$ cat src/rtl/ext_mem_bridge.sv
`default_nettype none
// ============================================================================
// Module   : ext_mem_bridge
// Purpose  : Queues single-word read/write requests and issues them to a
//            grant-based memory port, returning in-order read data upstream.
// Revision : 1.0 - initial release
// ============================================================================
module ext_mem_bridge #(
  parameter int          CMD_DEPTH = 4,
  parameter int          RD_MAX    = 4,
  parameter logic [31:0] OFF_FMI   = 32'h0020_0000,
  parameter logic [31:0] OFF_FMO   = 32'h0040_0000,
  parameter logic [31:0] OFF_KEX   = 32'h0060_0000,
  parameter logic [31:0] OFF_KPW   = 32'h01A0_0000,
  parameter logic [31:0] OFF_KDW   = 32'h02C0_0000
) (
  input  logic        clk,
  input  logic        rst,
  input  logic        request_extmem,
  input  logic        write_extmem,
  input  logic [31:0] addr_extmem,
  input  logic [31:0] w_data,
  output logic        ready_extmem,
  output logic        valid_extmem,
  output logic [31:0] data_extmem,
  output logic        mem_req,
  output logic        mem_we,
  output logic [31:0] mem_addr,
  output logic [31:0] mem_wdata,
  input  logic        mem_gnt,
  input  logic        mem_rvalid,
  input  logic [31:0] mem_rdata,
  output logic [31:0] rd_cnt,
  output logic [31:0] wr_cnt,
  output logic [2:0]  err
);

  localparam int PW = (CMD_DEPTH > 1) ? $clog2(CMD_DEPTH) : 1;
  localparam int CW = $clog2(CMD_DEPTH) + 1;
  localparam int OW = $clog2(RD_MAX) + 1;
  localparam logic [CW-1:0] DEPTH_C  = CW'(CMD_DEPTH);
  localparam logic [OW-1:0] RD_MAX_C = OW'(RD_MAX);
  localparam logic [PW-1:0] LAST_C   = PW'(CMD_DEPTH - 1);
  // A misordered region map makes every write suspect.
  localparam bit REGIONS_OK = (OFF_FMI < OFF_FMO) && (OFF_FMO < OFF_KEX) &&
                              (OFF_KEX < OFF_KPW) && (OFF_KPW < OFF_KDW);

  typedef enum logic [1:0] {
    IDLE  = 2'd0,
    ISSUE = 2'd1,
    STALL = 2'd2
  } state_t;

  state_t state, state_nx;

  logic        fifo_we   [CMD_DEPTH];
  logic [31:0] fifo_addr [CMD_DEPTH];
  logic [31:0] fifo_data [CMD_DEPTH];

  logic [PW-1:0] wptr, rptr, wptr_nx, rptr_nx;
  logic [CW-1:0] count, count_nx;
  logic [OW-1:0] outst, outst_nx;
  logic          push, pop, grant_rd, rv_ok, wr_bad;
  logic          head_bypass, head_we;
  logic [31:0]   head_addr, head_data;

  assign ready_extmem = (count < DEPTH_C);
  assign push         = (request_extmem | write_extmem) & ready_extmem;
  assign pop          = mem_req & mem_gnt;
  assign grant_rd     = pop & ~mem_we;
  assign rv_ok        = mem_rvalid & (outst != '0);
  assign mem_req      = (state == ISSUE);
  assign wr_bad       = write_extmem &
                        (!REGIONS_OK || (addr_extmem < OFF_FMO) || (addr_extmem >= OFF_KEX));

  always_comb begin
    count_nx    = count + CW'(push) - CW'(pop);
    outst_nx    = outst + OW'(grant_rd) - OW'(rv_ok);
    wptr_nx     = (wptr == LAST_C) ? '0 : wptr + PW'(1);
    rptr_nx     = rptr;
    if (pop) begin
      rptr_nx = (rptr == LAST_C) ? '0 : rptr + PW'(1);
    end
    // The entry being pushed becomes the head when the FIFO drains this cycle.
    head_bypass = push & (count == CW'(pop));
    head_we     = head_bypass ? write_extmem : fifo_we[rptr_nx];
    head_addr   = head_bypass ? addr_extmem  : fifo_addr[rptr_nx];
    head_data   = head_bypass ? w_data       : fifo_data[rptr_nx];
  end

  // Next state is judged on the post-update queue and read budget, so a
  // read is never offered while the budget is exhausted.
  always_comb begin
    state_nx = IDLE;
    if (count_nx != '0) begin
      if (!head_we && (outst_nx == RD_MAX_C)) begin
        state_nx = STALL;
      end else begin
        state_nx = ISSUE;
      end
    end
  end

  always_ff @(posedge clk or negedge rst) begin
    if (!rst) begin
      state <= IDLE;
    end else begin
      state <= state_nx;
    end
  end

  always_ff @(posedge clk) begin
    if (push) begin
      fifo_we[wptr]   <= write_extmem;
      fifo_addr[wptr] <= addr_extmem;
      fifo_data[wptr] <= w_data;
    end
  end

  always_ff @(posedge clk or negedge rst) begin
    if (!rst) begin
      wptr         <= '0;
      rptr         <= '0;
      count        <= '0;
      outst        <= '0;
      mem_we       <= 1'b0;
      mem_addr     <= '0;
      mem_wdata    <= '0;
      valid_extmem <= 1'b0;
      data_extmem  <= '0;
      rd_cnt       <= '0;
      wr_cnt       <= '0;
      err          <= '0;
    end else begin
      if (push) begin
        wptr <= wptr_nx;
      end
      rptr         <= rptr_nx;
      count        <= count_nx;
      outst        <= outst_nx;
      mem_we       <= head_we;
      mem_addr     <= head_addr;
      mem_wdata    <= head_data;
      valid_extmem <= rv_ok;
      if (rv_ok) begin
        data_extmem <= mem_rdata;
      end
      if (valid_extmem) begin
        rd_cnt <= rd_cnt + 32'd1;
      end
      if (pop && mem_we) begin
        wr_cnt <= wr_cnt + 32'd1;
      end
      err <= err | {mem_rvalid & (outst == '0),
                    push & wr_bad,
                    (request_extmem | write_extmem) & ~ready_extmem};
    end
  end

endmodule
`default_nettype wire

$ cat config.mk
export PLATFORM = sky130hd
export DESIGN_NAME = ext_mem_bridge
export DESIGN_NICKNAME = d
export VERILOG_FILES = /design/src/rtl/ext_mem_bridge.sv
export SDC_FILE = /design/constraint.sdc
export NUM_CORES = 1
export LEC_CHECK = 0
export CAP_MARGIN = 10
export CORE_UTILIZATION = 55
export CTS_BUF_LIST = sky130_fd_sc_hd__clkbuf_2 sky130_fd_sc_hd__clkbuf_4 sky130_fd_sc_hd__clkbuf_8
export CTS_CLUSTER_SIZE = 8
export DETAILED_ROUTE_END_ITERATION = 8
export PLACE_DENSITY = 0.9
export SKIP_CTS_REPAIR_TIMING = 1
export SLEW_MARGIN = 15
export SYNTH_ARGS = -nofsm -noshare
export SYNTH_HDL_FRONTEND = slang
export SYNTH_SLANG_ARGS = --single-unit
$ cat constraint.sdc
create_clock -name clk -period 7.1 [get_ports clk]
set_input_delay 0.71 -clock clk [delete_from_list [all_inputs] [get_ports clk]]
set_output_delay 0.71 -clock clk [all_outputs]
set_load 0.02 [all_outputs]
# After elaboration in Yosys (flattened, before gate mapping)
# Memory sizes are Yosys's and may differ from the RTL's.
# Cells that the tools add are included.
[word_totals]
mem_count = 3
input_bits = 102
elab_cells = 62
mem_bits_rw = 260
out_inout_bits = 167
ff_bits = 177
[memory_table]
columns = ["name", "depth", "width", "rd", "rd_clocked_by_memory_dff", "write_ports", "line_no", "text"]
rows = [
  ["fifo_addr", 4, 32, 1, 0, 1, "57", "logic [31:0] fifo_addr [CMD_DEPTH];"],
  ["fifo_data", 4, 32, 1, 0, 1, "58", "logic [31:0] fifo_data [CMD_DEPTH];"],
  ["fifo_we", 4, 1, 1, 0, 1, "56", "logic fifo_we [CMD_DEPTH];"],
]
[op_classes]
n_addsub = 8
mux = 10
reduce_logical = 7
magnitude_cmp = 3
n_bitwise = 13
eq_ne = 5
[op_table]
columns = ["cell", "count"]
rows = [
  ["$add A32 B1 Y32 const B", 2],
  ["$mux W32", 2],
  ["$ge A32 B23 Y1 const B", 1],
  ["$lt A32 B23 Y1 const B", 1],
  ["$mux W2", 5],
  ["$and A1 B1 Y1", 9],
  ["$add A3 B1 Y3", 2],
  ["$reduce_bool A3 Y1", 2],
  ["$sub A3 B1 Y3", 2],
  ["$add A2 B1 Y2 const B", 2],
  ["$eq A2 B2 Y1 const B", 2],
  ["$eq A3 B1 Y1", 1],
  ["$eq A3 B3 Y1 const B", 1],
  ["$logic_not A3 Y1", 1],
  ["$lt A3 B3 Y1 const B", 1],
  ["$mux W1", 3],
  ["$or A3 B3 Y3", 1],
  ["$eq A2 B1 Y1 const B", 1],
  ["$logic_and A1 B1 Y1", 2],
  ["$not A1 Y1", 2],
  ["$logic_not A1 Y1", 1],
  ["$logic_or A1 B1 Y1", 1],
  ["$or A1 B1 Y1", 1],
]

# Longest topological paths before layout
# Gate-level depths: netlist (run 1).
[depth]
word_depth = 9
ltp_mapped = 13

# Worst setup path before layout (run 1)
# No wires, ideal clock.
[synth_timing]
path_kind = "in2reg"
start = "input request_extmem"
end = "memory fifo_addr[0][0] (enable)"
t_required_ns = 6.670
arrival_time_ns = 2.495
path_stages = 3
setup_ns = 0.430
slack_ns = 4.175
cell_sequence = "nor2_1 nor2_2 and2_1"
[synth_via]
elab_chain_cells = 4
[synth_lines]
columns = ["item", "line_no", "text"]
rows = [
  ["start, declared", "19", "input logic request_extmem,"],
  ["$or A1 B1 Y1", "68", "assign push = (request_extmem | write_extmem) & ready_extmem;"],
  ["$and A1 B1 Y1", "68", ""],
  ["$mux W1", "113", "if (push) begin"],
  ["$mux W1 (not written as such)", "115", "fifo_addr[wptr] <= addr_extmem;"],
  ["end, declared", "57", ""],
]
# No other way between the ends.

# Final worst setup path (run 1)
[layout_timing]
start = "register outst[1]"
end = "register state[0]"
[layout_via]
elab_chain_cells = 7
word_cells_on_any_way = 8
[layout_lines]
columns = ["item", "line_no", "text"]
rows = [
  ["start, declared", "62", "logic [OW-1:0] outst, outst_nx;"],
  ["start signal, assigned", "140", "outst <= outst_nx;"],
  ["branches (longest 2 deep; another with $add A3 B1 Y3)", "n/a", ""],
  ["$sub A3 B1 Y3 (*)", "78", "outst_nx = outst + OW'(grant_rd) - OW'(rv_ok);"],
  ["net outst_nx[2]", "62", ""],
  ["$eq A3 B3 Y1 (*)", "96", "if (!head_we && (outst_nx == RD_MAX_C)) begin"],
  ["$logic_and A1 B1 Y1 (*)", "96", ""],
  ["$mux W2 (*)", "96", ""],
  ["$mux W2 (*)", "95", "if (count_nx != '0) begin"],
  ["net state_nx[0]", "54", "state_t state, state_nx;"],
  ["end signal, assigned", "108", "state <= state_nx;"],
  ["end, declared", "54", ""],
]
# Mark *: on every way through the listed nets, which the timed path passes.
# A chain may end at the register's enable or synchronous reset.

==> results by group, run 1 <==
Outcome
  • Status: finished, final reports clean

Yosys
  • Synth warnings: 0
  • Synth async-reset ratio: 40.5%
  • Syn nets: 1261
  • Post-synth EDFFs: 260
  • Commonest register cell after synthesis: edfxtp_1
  • Post-Syn Area per Cell: 14.5 um2
  • Register area share after synthesis: 73.6%
  • Cell count after synthesis: 1146
  • Netlist Area Pre-Place: 16600 um2
  • Post-synthesis cell type count: 46
  • Yosys reg bits: 437

Final layout
  • Fill cell count: 1854
  • Area delta synth->final: 26.4%
  • Multi-input gate area: 4120 um2
  • Design area: 21000 um2
  • Final #Nets: 1559
  • Share of cells above drive strength 1: 9.64%
  • Most frequent cells in the layout: 267 x clkdlybuf4s50_1, 260 x edfxtp_1, 254 x nand2_1
  • Register area: 12200 um2
  • Most common cell after layout, fill and taps aside: clkdlybuf4s50_1

Critical path
  • Crit-path cells: nor3_1 -> nand2b_1 -> buf_4 -> inv_1 -> ha_1 -> inv_1 -> ha_1 -> inv_1 -> fa_1 -> xnor2_1 -> nand3b_1 -> o21ba_1
  • Crit path depth: 12
  • Worst setup path category: flop to flop
  • Crit path launch: outst[1]
  • Crit path buffers/inverters: 4
  • Critical Path Sink: state[0]
  • Worst r2r src: outst[1]
  • Slowest-stage cell, CP: inv_1
  • Crit path top cell by count: inv_1
  • Worst Setup End Kind: flop
  • Setup slack, reg-to-reg: 3.51 ns
  • CP Max Fanout: 34
  • Crit-path leading delay family: adder cells
  • R2R cell count: 12
  • Worst path max stage delay: 0.54 ns
  • Worst EP required: 7.55 ns
  • R2r endpoint: state[0]
  • Critical Path Source Type: flop
  • WP data arrival: 4.04 ns

Pwr
  • Power Total: 0.00897 W
  • Internal power: 0.00582 W
  • Maximum vdd drop: 0.274 mV
  • Combinational share of power: 36.0%
  • Power share of the sequential group: 40.7%
  • Clock share of power: 23.3%
  • Leak: 8.31 nW
  • NetSw: 0.00314 W
  • Sw frac: 35.1%
  • Power per cell area: 426 nW/um2

STA
  • Final period utilization: 50.6%
  • Worst-margin pin slew: 1.06 ns
  • Clock skew: 0.0229 ns
  • WHS: 0.218 ns
  • Setup ws final: 3.51 ns
  • Hold Vio Cnt, Final: 0
  • Fin crit period: 3.59 ns
  • Final setup viols: 0
  • Max-slew violation count: 0
  • RSZ-0062 raised after global routing: no
  • Total negative slack: 0 ns
  • FMAX: 278 MHz
  • Max_slew headroom: 29.6%

GRT
  • Grt total ovfl: 0
  • GR peak layer: met2
  • M2 GR Usage: 40.8%
  • Met1 Use GR: 31.8%
  • Gr usage total: 24.6%
  • Vias in the first global route: 10859
  • First-pass GRT wire length: 58300 um
  • Initial antenna violation count: 1
  • M3 GR Usage: 6.15%
  • Largest net degree at the start of global routing: 131

Placement
  • Hpwl dp: 22300 um
  • Area after DPL: 19700 um2
  • Routability cong.: 0.851
  • Buffers on Ports: 268
  • Setup WS pre-CTS: 3.16 ns

Floorplanning
  • Initial core utilization: 56.0%
  • IO Pins: 269
  • Core area: 29700 um2
  • Die X: 176 um
  • Cell Rows: 63
  • Die area: 30900 um2
  • Die Span Y: 176 um

CTS
  • Sink Count: 437
  • H-tree levels: 3
  • Worst-path clk slew: 0.06 ns
  • CTS tree: done
  • Worst-Skew Late Latency: 0.58 ns
  • Maximum root-to-sink buffer count: 3
  • CTS root buf: clkbuf_8
  • Cts bufs inserted: 69

Drt
  • First DRT Iteration DRCs: 786
  • Post-route ant nets: 0
  • Drt via density: 5.59
  • Final WL: 37900 um
  • DRC Markers: 0
  • TritonRoute pass-1 iters: 5
  • Vias: 10542
  • Per-cell routed wire length: 20.1 um

Worst hold path
  • Hold WC Path Type: primary input to async pin

Flow run
  • MaxCap Viol Count: 0
==> routing by layer <==
metal	part of all wire, %	routed length [um]
met1	40	15300
met2	49	18600
met3	8.3	3150
met4	2.1	812
met5	0.024	9
==> power groups by stage <==
stage               Combinational (W)  Clock [W]  Sequential [W]
finish                        0.00323    0.00209         0.00365
global route                  0.00347    0.00225         0.00370
CTS                           0.00326    0.00214         0.00365
detailed placement            0.00324          0         0.00368
global placement              0.00313          0         0.00367
floorplan                     0.00168          0         0.00399
==> sequential cells by signal (all words and copies together), names as in the netlist, 4 cells and up <==
signal and count:
mem_wdata 32, fifo_data 128, wr_cnt 32, fifo_we 4, fifo_addr 128, mem_addr 32, rd_cnt 32, data_extmem 32
==> stage by stage <==
stage / util (%) / std cells
floorplan: - / 1146
global placement: 66.2 / 1763
detailed placement: 66.2 / 1763
CTS: 70.7 / 1884
global route: 70.7 / 1884
finish: 70.7 / 1885
==> area by class of cell <==
type                    count  area share [%]
flip-flops and latches    437            58.2
repair buffers            275            13.1
well taps                 390            2.32
inverters                  16           0.286
multi-input cells         645            19.6
clock buffers             110            6.10
diodes                      1          0.0119
clock inverters            11           0.381
==> worst min path at each step <==
| stage | start | end | slack, ns | cells past startpoint |
|---|---|---|---|---|
| after CTS | rst | rd_cnt[29] | 0.23 | 1 |
| final | rst | rd_cnt[29] | 0.22 | 1 |
| after global routing | rst | rd_cnt[28] | 0.27 | 1 |
| after floorplan | rst | count[0] | 0.41 | 0 |
| after global placement | err[2] | err[2] | 0.44 | 1 |
| after detailed placement | err[2] | err[2] | 0.46 | 1 |
==> logic make-up (layout without fill, tap and decap cells) <==
| kind of cell | after synthesis | in the layout | share of synthesized area, % |
|---|---|---|---|
| DFF | 437 | 437 | 73.6 |
| and+or+nand+nor | 359 | 359 | 9.52 |
| AOI/OAI and AO/OA | 137 | 137 | 6.17 |
| muxes | 69 | 69 | 4.28 |
| xor gates and xnor gates | 67 | 67 | 3.53 |
| buffers and inverters | 64 | 412 | 1.87 |
| adders and majority gates | 13 | 13 | 1.07 |
| other | 0 | 1 | 0 |
==> Yosys cell counts (2+ instances only) <==
cell type / instances / area share, %
a31oi_1: 64 / 2.4
and2_1: 8 / 0.30
and3_1: 16 / 0.60
and4_1: 8 / 0.42
buf_2: 15 / 0.45
buf_6: 7 / 0.47
clkbuf_1: 26 / 0.59
dfrtp_1: 177 / 27
edfxtp_1: 260 / 47
fa_1: 2 / 0.24
ha_1: 11 / 0.83
inv_1: 16 / 0.36
mux2_1: 2 / 0.14
mux2i_1: 64 / 3.9
nand2_1: 255 / 5.8
nand3_1: 17 / 0.51
nand4_1: 15 / 0.56
nor2_1: 20 / 0.45
nor3_1: 6 / 0.18
nor4_1: 2 / 0.075
o21ai_0: 2 / 0.060
o2bb2ai_1: 64 / 3.4
xnor2_1: 42 / 2.2
xor2_1: 25 / 1.3
Power figures use the tool's default switching activity.
==> run 2: changes to the inputs <==
Settings changed: CORE_UTILIZATION 55 to 50, PLACE_DENSITY 0.9 to 0.86.
Clock period 7.1 ns to 2.9 ns, I/O delays scaled along.
==> results by group, run 2 (synthesis results as in run 1) <==
Outcome
  • Status: finished, final reports clean

Drt
  • TritonRoute pass-1 iters: 5 (unchanged)
  • Per-cell routed wire length: 19.4 um (-3.4%)
  • Final WL: 38300 um (+0.97%)
  • Drt via density: 5.38 (-3.8%)
  • DRC Markers: 0 (unchanged)
  • Post-route ant nets: 0 (unchanged)
  • Vias: 10596 (+0.51%)
  • First DRT Iteration DRCs: 734 (-6.6%)

Placement
  • Buffers on Ports: 268 (unchanged)
  • Hpwl dp: 24000 um (+7.8%)
  • Setup WS pre-CTS: 0.0646 ns (-3.09 ns)
  • Routability cong.: 0.803 (-5.6%)

Critical path
  • R2R cell count: 10 (-2)
  • Worst r2r src: state[1]
  • CP Max Fanout: 5 (-85%)
  • WP data arrival: 2.90 ns (-1.14 ns)
  • Crit-path cells: nand3b_4 -> or2_2 -> ha_1 -> inv_1 -> ha_1 -> inv_1 -> fa_1 -> xnor2_1 -> nand3b_1 -> o21ba_1
  • Worst EP required: 3.35 ns (-4.20 ns)
  • Worst path max stage delay: 0.40 ns (-0.14 ns)
  • Crit path buffers/inverters: 2 (-2)
  • Crit-path leading delay family: adder cells
  • Critical Path Source Type: flop
  • R2r endpoint: state[0]
  • Worst setup path category: flop to flop
  • Worst Setup End Kind: flop
  • Setup slack, reg-to-reg: 0.45 ns (-3.06 ns)
  • Slowest-stage cell, CP: dfrtp_1

CTS
  • CTS root buf: clkbuf_8
  • Cts bufs inserted: 71 (+2.9%)
  • H-tree levels: 3 (unchanged)
  • Worst-Skew Late Latency: 0.59 ns (about the same)
  • Worst-path clk slew: 0.06 ns (about the same)
  • CTS tree: done
  • Maximum root-to-sink buffer count: 3 (unchanged)
  • Sink Count: 437 (unchanged)

STA
  • Max_slew headroom: 58.2% (+29 points)
  • FMAX: 408 MHz (+47%)
  • Final setup viols: 0 (unchanged)
  • Clock skew: 0.0379 ns (+0.0149 ns)
  • WHS: 0.237 ns (+0.0190 ns)
  • Fin crit period: 2.45 ns (-1.14 ns)
  • Final period utilization: 84.5% (+34 points)
  • Max-slew violation count: 0 (unchanged)
  • Worst-margin pin slew: 0.627 ns (-0.430 ns)
  • Hold Vio Cnt, Final: 0 (unchanged)
  • Total negative slack: 0 ns (unchanged)
  • RSZ-0062 raised after global routing: no
  • Setup ws final: 0.451 ns (-3.06 ns)

Flow run
  • MaxCap Viol Count: 0 (unchanged)

Final layout
  • Area delta synth->final: 29.7%
  • Final #Nets: 1587 (+1.8%)
  • Multi-input gate area: 4120 um2 (unchanged)
  • Fill cell count: 2199 (+19%)
  • Final core occ: 66.1% (-4.6 points)
  • Biggest regs: fifo_addr x128, fifo_data x128
  • Most frequent cells in the layout: 267 x clkdlybuf4s50_1, 260 x edfxtp_1, 254 x nand2_1
  • Share of cells above drive strength 1: 11.7% (+2.0 points)
  • Register area: 12200 um2 (unchanged)
  • Most common cell after layout, fill and taps aside: clkdlybuf4s50_1

GRT
  • Vias in the first global route: 10934 (+0.69%)
  • First-pass GRT wire length: 58900 um (+1.0%)
  • Initial antenna violation count: 0 (-1)
  • Grt total ovfl: 0 (unchanged)
  • Gr usage total: 22.7% (-1.9 points)
  • Largest net degree at the start of global routing: 66 (-50%)

Pwr
  • Leak: 8.57 nW (+3.1%)
  • Maximum vdd drop: 0.814 mV (+200%)
  • Power per cell area: 1050 nW/um2 (+150%)

Worst hold path
  • Hold Path Stages: 3
  • Hold WC Path Type: primary input to flop
  • Hold path start: mem_rdata[16]
  • Hold EP: data_extmem[16]

Floorplanning
  • Cell Rows: 66 (+4.8%)
  • Core area: 32600 um2 (+9.8%)
  • Die area: 34000 um2 (+9.9%)
  • Initial core utilization: 51.0% (-5.0 points)
  • Die Span Y: 184 um (+4.8%)
  • IO Pins: 269 (unchanged)
  • Die X: 184 um (+4.8%)
[run 2: cell count changes in the layout (fill, tap and decap cells not counted)]
cell	before	now
buf_4	6	21
clkbuf_8	74	85
buf_12	1	11
clkbuf_4	37	33
clkinv_1	2	0
bufinv_16	0	1
clkinv_2	3	4
clkinv_8	0	1
clkinvlp_4	2	1
dlygate4sd3_1	0	1
inv_12	0	1
inv_6	1	0
[run 2: how the worst max path moves through the flow]
stage | depth (start not counted) | endpoint | slack (ns) | startpoint
floorplan | 13 | state[0] | 0.22 | outst[1]
global placement | 11 | state[0] | 0.13 | mem_gnt
detailed placement | 11 | state[0] | 0.06 | mem_gnt
CTS | 10 | state[0] | 0.43 | state[1]
global route | 11 | state[0] | 0.30 | outst[1]
finish | 10 | state[0] | 0.45 | state[1]
[run 2: metal layers]
metal / routed length [um] / global-route usage, %
met1: 15400 / 28.8
met2: 18600 / 37.3
met3: 3620 / 6.66
met4: 671 / 7.47
met5: 0 / 0
[run 2: power by group]
| group | switching [W] | leakage, nW | internal, W |
|---|---|---|---|
| clock | 0.00238 | 0.818 | 0.00318 |
| sequential | 0.000647 | 4.56 | 0.00827 |
| combinational | 0.00483 | 3.18 | 0.00346 |
[run 2: layout make-up]
| class | instances | share of cell area (%) |
|---|---|---|
| diodes | 1 | 0.0116 |
| well taps | 442 | 2.56 |
| clock buffers | 117 | 6.51 |
| multi-input cells | 645 | 19.1 |
| clock inverters | 11 | 0.574 |
| inverters | 16 | 0.278 |
| repair buffers | 301 | 14.2 |
| flip-flops and latches | 437 | 56.7 |
[run 2: worst min-delay path, delay by kind of cell]
family / cells / cell delay [ns]
simple gates: 2 / 0.09
buf+inv: 1 / 0.40
[run 2: per-stage QoR]
step           total power (W)  instance area, um2  instances
2_1_floorplan           0.0139               16600       1146
3_3_place_gp            0.0171               20000       1840
3_5_place_dp            0.0173               20000       1840
4_1_cts                 0.0230               21600       1968
5_1_grt                 0.0239               21600       1969
6_report                0.0228               21600       1970
